<file path="src/rtl/pipe_ctrl_pkg.sv">
// ---------------------------------------------------------------------------
// pipe_ctrl_pkg
// Shared definitions for the pipeline hazard / stall controller.
//   state_t    : controller state encoding (RUN, MULT)
//   REG_ADDR_W : register specifier width
//   NOP_INSTR  : instruction word loaded into IF/ID on flush or ID/EX on bubble
// ---------------------------------------------------------------------------
package pipe_ctrl_pkg;

    typedef enum logic {
        RUN  = 1'b0,
        MULT = 1'b1
    } state_t;

    localparam int REG_ADDR_W = 5;

    // addi x0, x0, 0 -- the canonical NOP the datapath substitutes
    localparam logic [31:0] NOP_INSTR = 32'h0000_0013;

endpackage

</file>
<file path="src/rtl/sat_counter.sv">
// ---------------------------------------------------------------------------
// sat_counter
// Up-counter that saturates at all-ones and never wraps.
// Ports:
//   clk   in  rising-edge clock
//   rst_n in  asynchronous active-low clear
//   en    in  count enable
//   count out current count value (W bits)
// ---------------------------------------------------------------------------
module sat_counter #(
    parameter int W = 16
) (
    input  logic         clk,
    input  logic         rst_n,
    input  logic         en,
    output logic [W-1:0] count
);

    logic [W-1:0] count_reg;

    always_ff @(posedge clk or negedge rst_n) begin
        if (!rst_n) begin
            count_reg <= '0;
        end else if (en && (count_reg != {W{1'b1}})) begin
            count_reg <= count_reg + W'(1);
        end
    end

    assign count = count_reg;

endmodule

</file>
<file path="src/rtl/hazard_stall_ctrl.sv">
// ---------------------------------------------------------------------------
// hazard_stall_ctrl
// Sequences the PC, IF/ID and ID/EX registers of a 5-stage pipeline:
// load-use stalls, taken-branch squashes, multi-cycle EX holds, memory-busy
// freezes, and a saturating count of cycles with the PC held.
// Ports:
//   Clk, Reset (async, active-low)
//   rsId, rtId, usesRtId, multStartId : instruction currently in ID
//   idexMemRead, idexRd                : instruction currently in EX
//   branchTakenEx, memBusy             : squash / freeze requests
//   pcWriteEnable, ifidWriteEnable, ifidFlush,
//   idexWriteEnable, idexBubble        : pipeline register controls
//   stallCycles                        : saturating stall-cycle count
// ---------------------------------------------------------------------------
module hazard_stall_ctrl
    import pipe_ctrl_pkg::*;
#(
    parameter int REG_ADDR_W  = pipe_ctrl_pkg::REG_ADDR_W,
    parameter int MULT_CYCLES = 4,
    parameter int CNT_W       = 16
) (
    input  logic                  Clk,
    input  logic                  Reset,
    input  logic [REG_ADDR_W-1:0] rsId,
    input  logic [REG_ADDR_W-1:0] rtId,
    input  logic                  usesRtId,
    input  logic                  multStartId,
    input  logic                  idexMemRead,
    input  logic [REG_ADDR_W-1:0] idexRd,
    input  logic                  branchTakenEx,
    input  logic                  memBusy,
    output logic                  pcWriteEnable,
    output logic                  ifidWriteEnable,
    output logic                  ifidFlush,
    output logic                  idexWriteEnable,
    output logic                  idexBubble,
    output logic [CNT_W-1:0]      stallCycles
);

    // MULT_CYCLES-1 (the largest value loaded) always fits in this width
    localparam int MCNT_W = (MULT_CYCLES > 2) ? $clog2(MULT_CYCLES) : 1;
    localparam logic [MCNT_W-1:0] MCNT_LOAD = MCNT_W'(MULT_CYCLES - 1);

    state_t            state_reg, state_next;
    logic [MCNT_W-1:0] mult_cnt_reg, mult_cnt_next;
    logic              hazard;
    logic              pc_we, ifid_we, ifid_flush, idex_we, idex_bubble;

    // r0 is hardwired, so a load targeting it can never create a dependency
    assign hazard = idexMemRead && (idexRd != '0) &&
                    ((idexRd == rsId) || (usesRtId && (idexRd == rtId)));

    always_ff @(posedge Clk or negedge Reset) begin
        if (!Reset) begin
            state_reg    <= RUN;
            mult_cnt_reg <= '0;
        end else begin
            state_reg    <= state_next;
            mult_cnt_reg <= mult_cnt_next;
        end
    end

    always_comb begin
        state_next    = state_reg;
        mult_cnt_next = mult_cnt_reg;
        pc_we         = 1'b0;
        ifid_we       = 1'b0;
        ifid_flush    = 1'b0;
        idex_we       = 1'b0;
        idex_bubble   = 1'b0;

        if (Reset) begin
            unique case (state_reg)
                RUN: begin
                    if (memBusy) begin
                        // full freeze: nothing moves, nothing else is acted on
                    end else if (branchTakenEx) begin
                        // squash wrong-path IF and ID; any hazard or
                        // multi-cycle start in ID belongs to the wrong path
                        pc_we       = 1'b1;
                        ifid_we     = 1'b1;
                        ifid_flush  = 1'b1;
                        idex_we     = 1'b1;
                        idex_bubble = 1'b1;
                    end else if (hazard) begin
                        // hold IF/ID, inject one bubble; the bubble clears
                        // idexMemRead next cycle so the stall lasts one cycle
                        idex_we     = 1'b1;
                        idex_bubble = 1'b1;
                    end else begin
                        pc_we   = 1'b1;
                        ifid_we = 1'b1;
                        idex_we = 1'b1;
                        if (multStartId) begin
                            state_next    = MULT;
                            mult_cnt_next = MCNT_LOAD;
                        end
                    end
                end
                MULT: begin
                    // front end and ID/EX hold while the EX op iterates
                    if (!memBusy) begin
                        mult_cnt_next = mult_cnt_reg - MCNT_W'(1);
                        if (mult_cnt_reg <= MCNT_W'(1)) begin
                            state_next    = RUN;
                            mult_cnt_next = '0;
                        end
                    end
                end
                default: begin
                    state_next    = RUN;
                    mult_cnt_next = '0;
                end
            endcase
        end
    end

    assign pcWriteEnable   = pc_we;
    assign ifidWriteEnable = ifid_we;
    assign ifidFlush       = ifid_flush;
    assign idexWriteEnable = idex_we;
    assign idexBubble      = idex_bubble;

    sat_counter #(
        .W (CNT_W)
    ) u_stall_cnt (
        .clk   (Clk),
        .rst_n (Reset),
        .en    (!pc_we),
        .count (stallCycles)
    );

endmodule

</file>
<file path="config.mk">
export PLATFORM = sky130hd
export DESIGN_NAME = hazard_stall_ctrl
export DESIGN_NICKNAME = d
export VERILOG_FILES = /design/src/rtl/pipe_ctrl_pkg.sv /design/src/rtl/sat_counter.sv /design/src/rtl/hazard_stall_ctrl.sv
export SDC_FILE = /design/constraint.sdc
export NUM_CORES = 1
export LEC_CHECK = 0
export ABC_CLOCK_PERIOD_IN_PS = 2270
export BUFFER_PORTS_ARGS = -buffer_cell sky130_fd_sc_hd__buf_2
export CAP_MARGIN = 5
export CORE_AREA = 3 3 56 53
export DETAILED_ROUTE_END_ITERATION = 7
export DIE_AREA = 0 0 59 56
export PLACE_DENSITY = 0.8
export SLEW_MARGIN = 20
export SYNTH_ARGS = -nofsm -noshare
export SYNTH_HDL_FRONTEND = slang
export SYNTH_SLANG_ARGS = --single-unit
</file>
<file path="constraint.sdc">
create_clock -name Clk -period 2.27 [get_ports Clk]
set_clock_uncertainty 0.2 [all_clocks]
set_input_delay 0 -clock Clk [delete_from_list [all_inputs] [get_ports Clk]]
set_output_delay 0 -clock Clk [all_outputs]
set_load 0.02 [all_outputs]
</file>
==> metrics.yaml <==
setup_path:
  cp_data_required_time_ps: 2260
  path_class: "input pin to flip-flop"
  endpoint_kind: "flip-flop"
  r2r_cells: 5
  crit_family: "buffers and inverters"
  worstSetupStartpoint: "memBusy"
  critPathBufInv: 3
  timing.rr.start: "state_reg"
  crit_chain: "dlygate4sd3_1, buf_2, nand2b_1, nor2_2, o31ai_4, dlygate4sd3_1, nand2_2, mux2_4"
  cp.depth: 8
  r2r_end: "u_stall_cnt.count[1]"
  cpPeakStageDelay_ps: 580
  crit_fanout: 5
  cp_data_arrival_time_ps: 2100
  crit_top_cell: "dlygate4sd3_1"
  crit_slowest_cell: "dlygate4sd3_1"
  worstSetupStartpointType: "input pin"
  worstSetupEndpoint: "u_stall_cnt.count[1]"
  rrSetupSlack_ps: 230
yosys:
  netlist_area_sq_um: 1160
  synth_fp_nets: 134
  synthCells: 111
  seq_area_frac_synth_pct: 41.0
  syn_avg_cell_area_sq_um: 10.4
  ys_seq_elements: 19
  ys_warn_count: 0
  synth_cell_types: 35
pwr:
  powerDensity_nw_per_um2: 791
  p_int_uw: 722
  p_switching_uw: 457
  clkPwrFrac_pct: 13.9
  p_total_uw: 1180
  leakagePower_uw: 0.000733
  swShare_pct: 38.7
  ir_drop_mv: 0.668
  power_frac_seq_pct: 44.2
  power_frac_comb_pct: 41.9
cells_and_area:
  nNetsFinal: 187
  final_util_pct: 61.5
  areaGrowthSynthToFinish_pct: 28.6
  final_cell_mix: "42 x buf_2, 19 x dfrtp_1, 15 x xnor2_1"
  drive_gt1_share_pct: 39.3
  n_antenna_cell: 0
  largest_reg_flops: 16
  mostFrequentLayoutCell: "buf_2"
drt:
  vias: 1004
  initialDrtViolationCount: 10
  drc_errors: 0
  dr.pass1.iters: 4
  wl_per_cell_um: 13.3
  ant_nets: 0
  routed_wl_um: 2550
  via_per_inst: 5.26
placement:
  place_hpwl_um: 2040
  gp_congestion: 0.841
  port_buffers: 42
  dp_slack_ps: 321
global_route:
  busiest_layer: "met2"
  grt_pass1_vias: 1026
  gr-usage-met3_pct: 4.87
  antenna_found_initial: 0
  grt_util_all_layers_pct: 16.9
  grtUsageMet1_pct: 18.1
  grt_pass1_wl_um: 4350
  grt_max_degree: 21
  use_met2_pct: 31.2
  grt-ovfl-total: 0
sta:
  period_needed_ps: 2110
  setup_viol_count_final: 0
  slew_headroom_pct: 76.9
  hold_viol: 0
  setup_slack_ps: 157
  finalCritPeriodShare_pct: 93.1
  rsz0062_at_grt: "no"
  worstMarginPinSlew_ps: 347
  tns_ps: 0
  fmax_ghz: 0.473
  final_max_slew_viol_count: 0
min_path:
  hp-class: "input pin to asynchronous set/reset pin"
floorplanning:
  ios: 43
  die_y_um: 56
  core-area_sq_um: 2420
  die_x_um: 59
  num_rows: 17
  initial_utilization_pct: 47.8
  die_area_sq_um: 3300
clock_network:
  clk_latency_ps: 290
  cts-root-buf: "clkbuf_4"
  cts.sinks: 19
  tritoncts.num_buffers: 3
  clk_pin_slew_worst_paths_ps: 100
  cts_tree: "yes"
  htree_levels: 1
  cts_buffer_depth: 2
  post_cts_buffers: 0
status:
  status: "finished clean"
job:
  drv_cap: 0
-- layer usage --
metal,up-vias,routed length [um]
met3,5,140
met4,0,30
met1,488,1040
met5,-,0
li1,490,-
met2,21,1330
-- cells by family after synthesis --
logic type,share of synthesized area [%]
buffers and inverters,3.67
multiplexers,1.29
adder cells (fa/ha/maj),1.08
XOR/XNOR,18.1
AND/OR/NAND/NOR,28.2
flip-flops,41.0
AO/OA/AOI/OAI,6.69
-- synthesized netlist by cell type (all sizes together) --
| master | instances | area share [%] |
|---|---|---|
| dfrtp | 19 | 41 |
| xnor2 | 15 | 11 |
| nand3 | 10 | 6.5 |
| xor2 | 9 | 6.8 |
| nand2 | 8 | 2.8 |
| nor2 | 8 | 2.6 |
| nand4 | 6 | 4.3 |
| and3 | 5 | 2.8 |
| nor3 | 4 | 2.7 |
| nand2b | 3 | 1.6 |
| o21ai | 3 | 1.6 |
| a31oi | 2 | 1.1 |
| buf | 2 | 1.9 |
| clkbuf | 2 | 1.1 |
| inv | 2 | 0.65 |
| nand3b | 2 | 1.3 |
| a211o | 1 | 0.76 |
| a32oi | 1 | 0.76 |
| and2 | 1 | 0.54 |
| ha | 1 | 1.1 |
| mux2 | 1 | 1.3 |
| nor2b | 1 | 0.54 |
| nor3b | 1 | 0.65 |
| nor4 | 1 | 1.1 |
| o21a | 1 | 0.65 |
| o31ai | 1 | 1.8 |
| or4 | 1 | 0.76 |
-- power groups by stage --
| stage | combinational, uW | clock (uW) | sequential (uW) |
|---|---|---|---|
| after CTS | 500 | 174 | 522 |
| after floorplan | 261 | 0 | 596 |
| final | 494 | 164 | 521 |
| after global routing | 541 | 185 | 539 |
| after detailed placement | 477 | 0 | 529 |
| after global placement | 466 | 0 | 523 |
-- tightest hold or removal path, delay by kind of cell --
family   cells  cell delay [ps]
buf+inv      3              910
-- cell type report --
type,count,area [sq um]
timing repair buffer,52,303
multi-input combinational,86,644
fill,217,933
sequential,19,475
inverter,2,7.51
tap,28,35.0
clock buffer,4,26.3
-- timing repair --
item,in CTS,in global routing
hold buffers,7,0
endpoints found under the hold margin,24,0
resized for setup,0,1
endpoints found under the setup margin,0,1
-- how the worst min path moves through the flow --
stage / end / from / slack [ps] / cells after the start
6_report: u_stall_cnt.count[11] / Reset / 30 / 3
5_1_grt: u_stall_cnt.count[12] / Reset / 60 / 3
4_1_cts: u_stall_cnt.count[9] / Reset / 30 / 3
3_5_place_dp: u_stall_cnt.count[9] / Reset / -170 / 2
3_3_place_gp: u_stall_cnt.count[11] / Reset / -180 / 2
2_1_floorplan: mult_cnt_reg[0] / Reset / -500 / 0
-- through the flow --
step | area, sq um | cells | hold slack, ps
after CTS | 1490 | 191 | 29.8
after global placement | 1390 | 180 | -181
final | 1490 | 191 | 31.5
after floorplan | 1160 | 111 | -496
after global routing | 1490 | 191 | 61.7
after detailed placement | 1390 | 180 | -172
No activity file was read; power rests on OpenSTA's default activity.
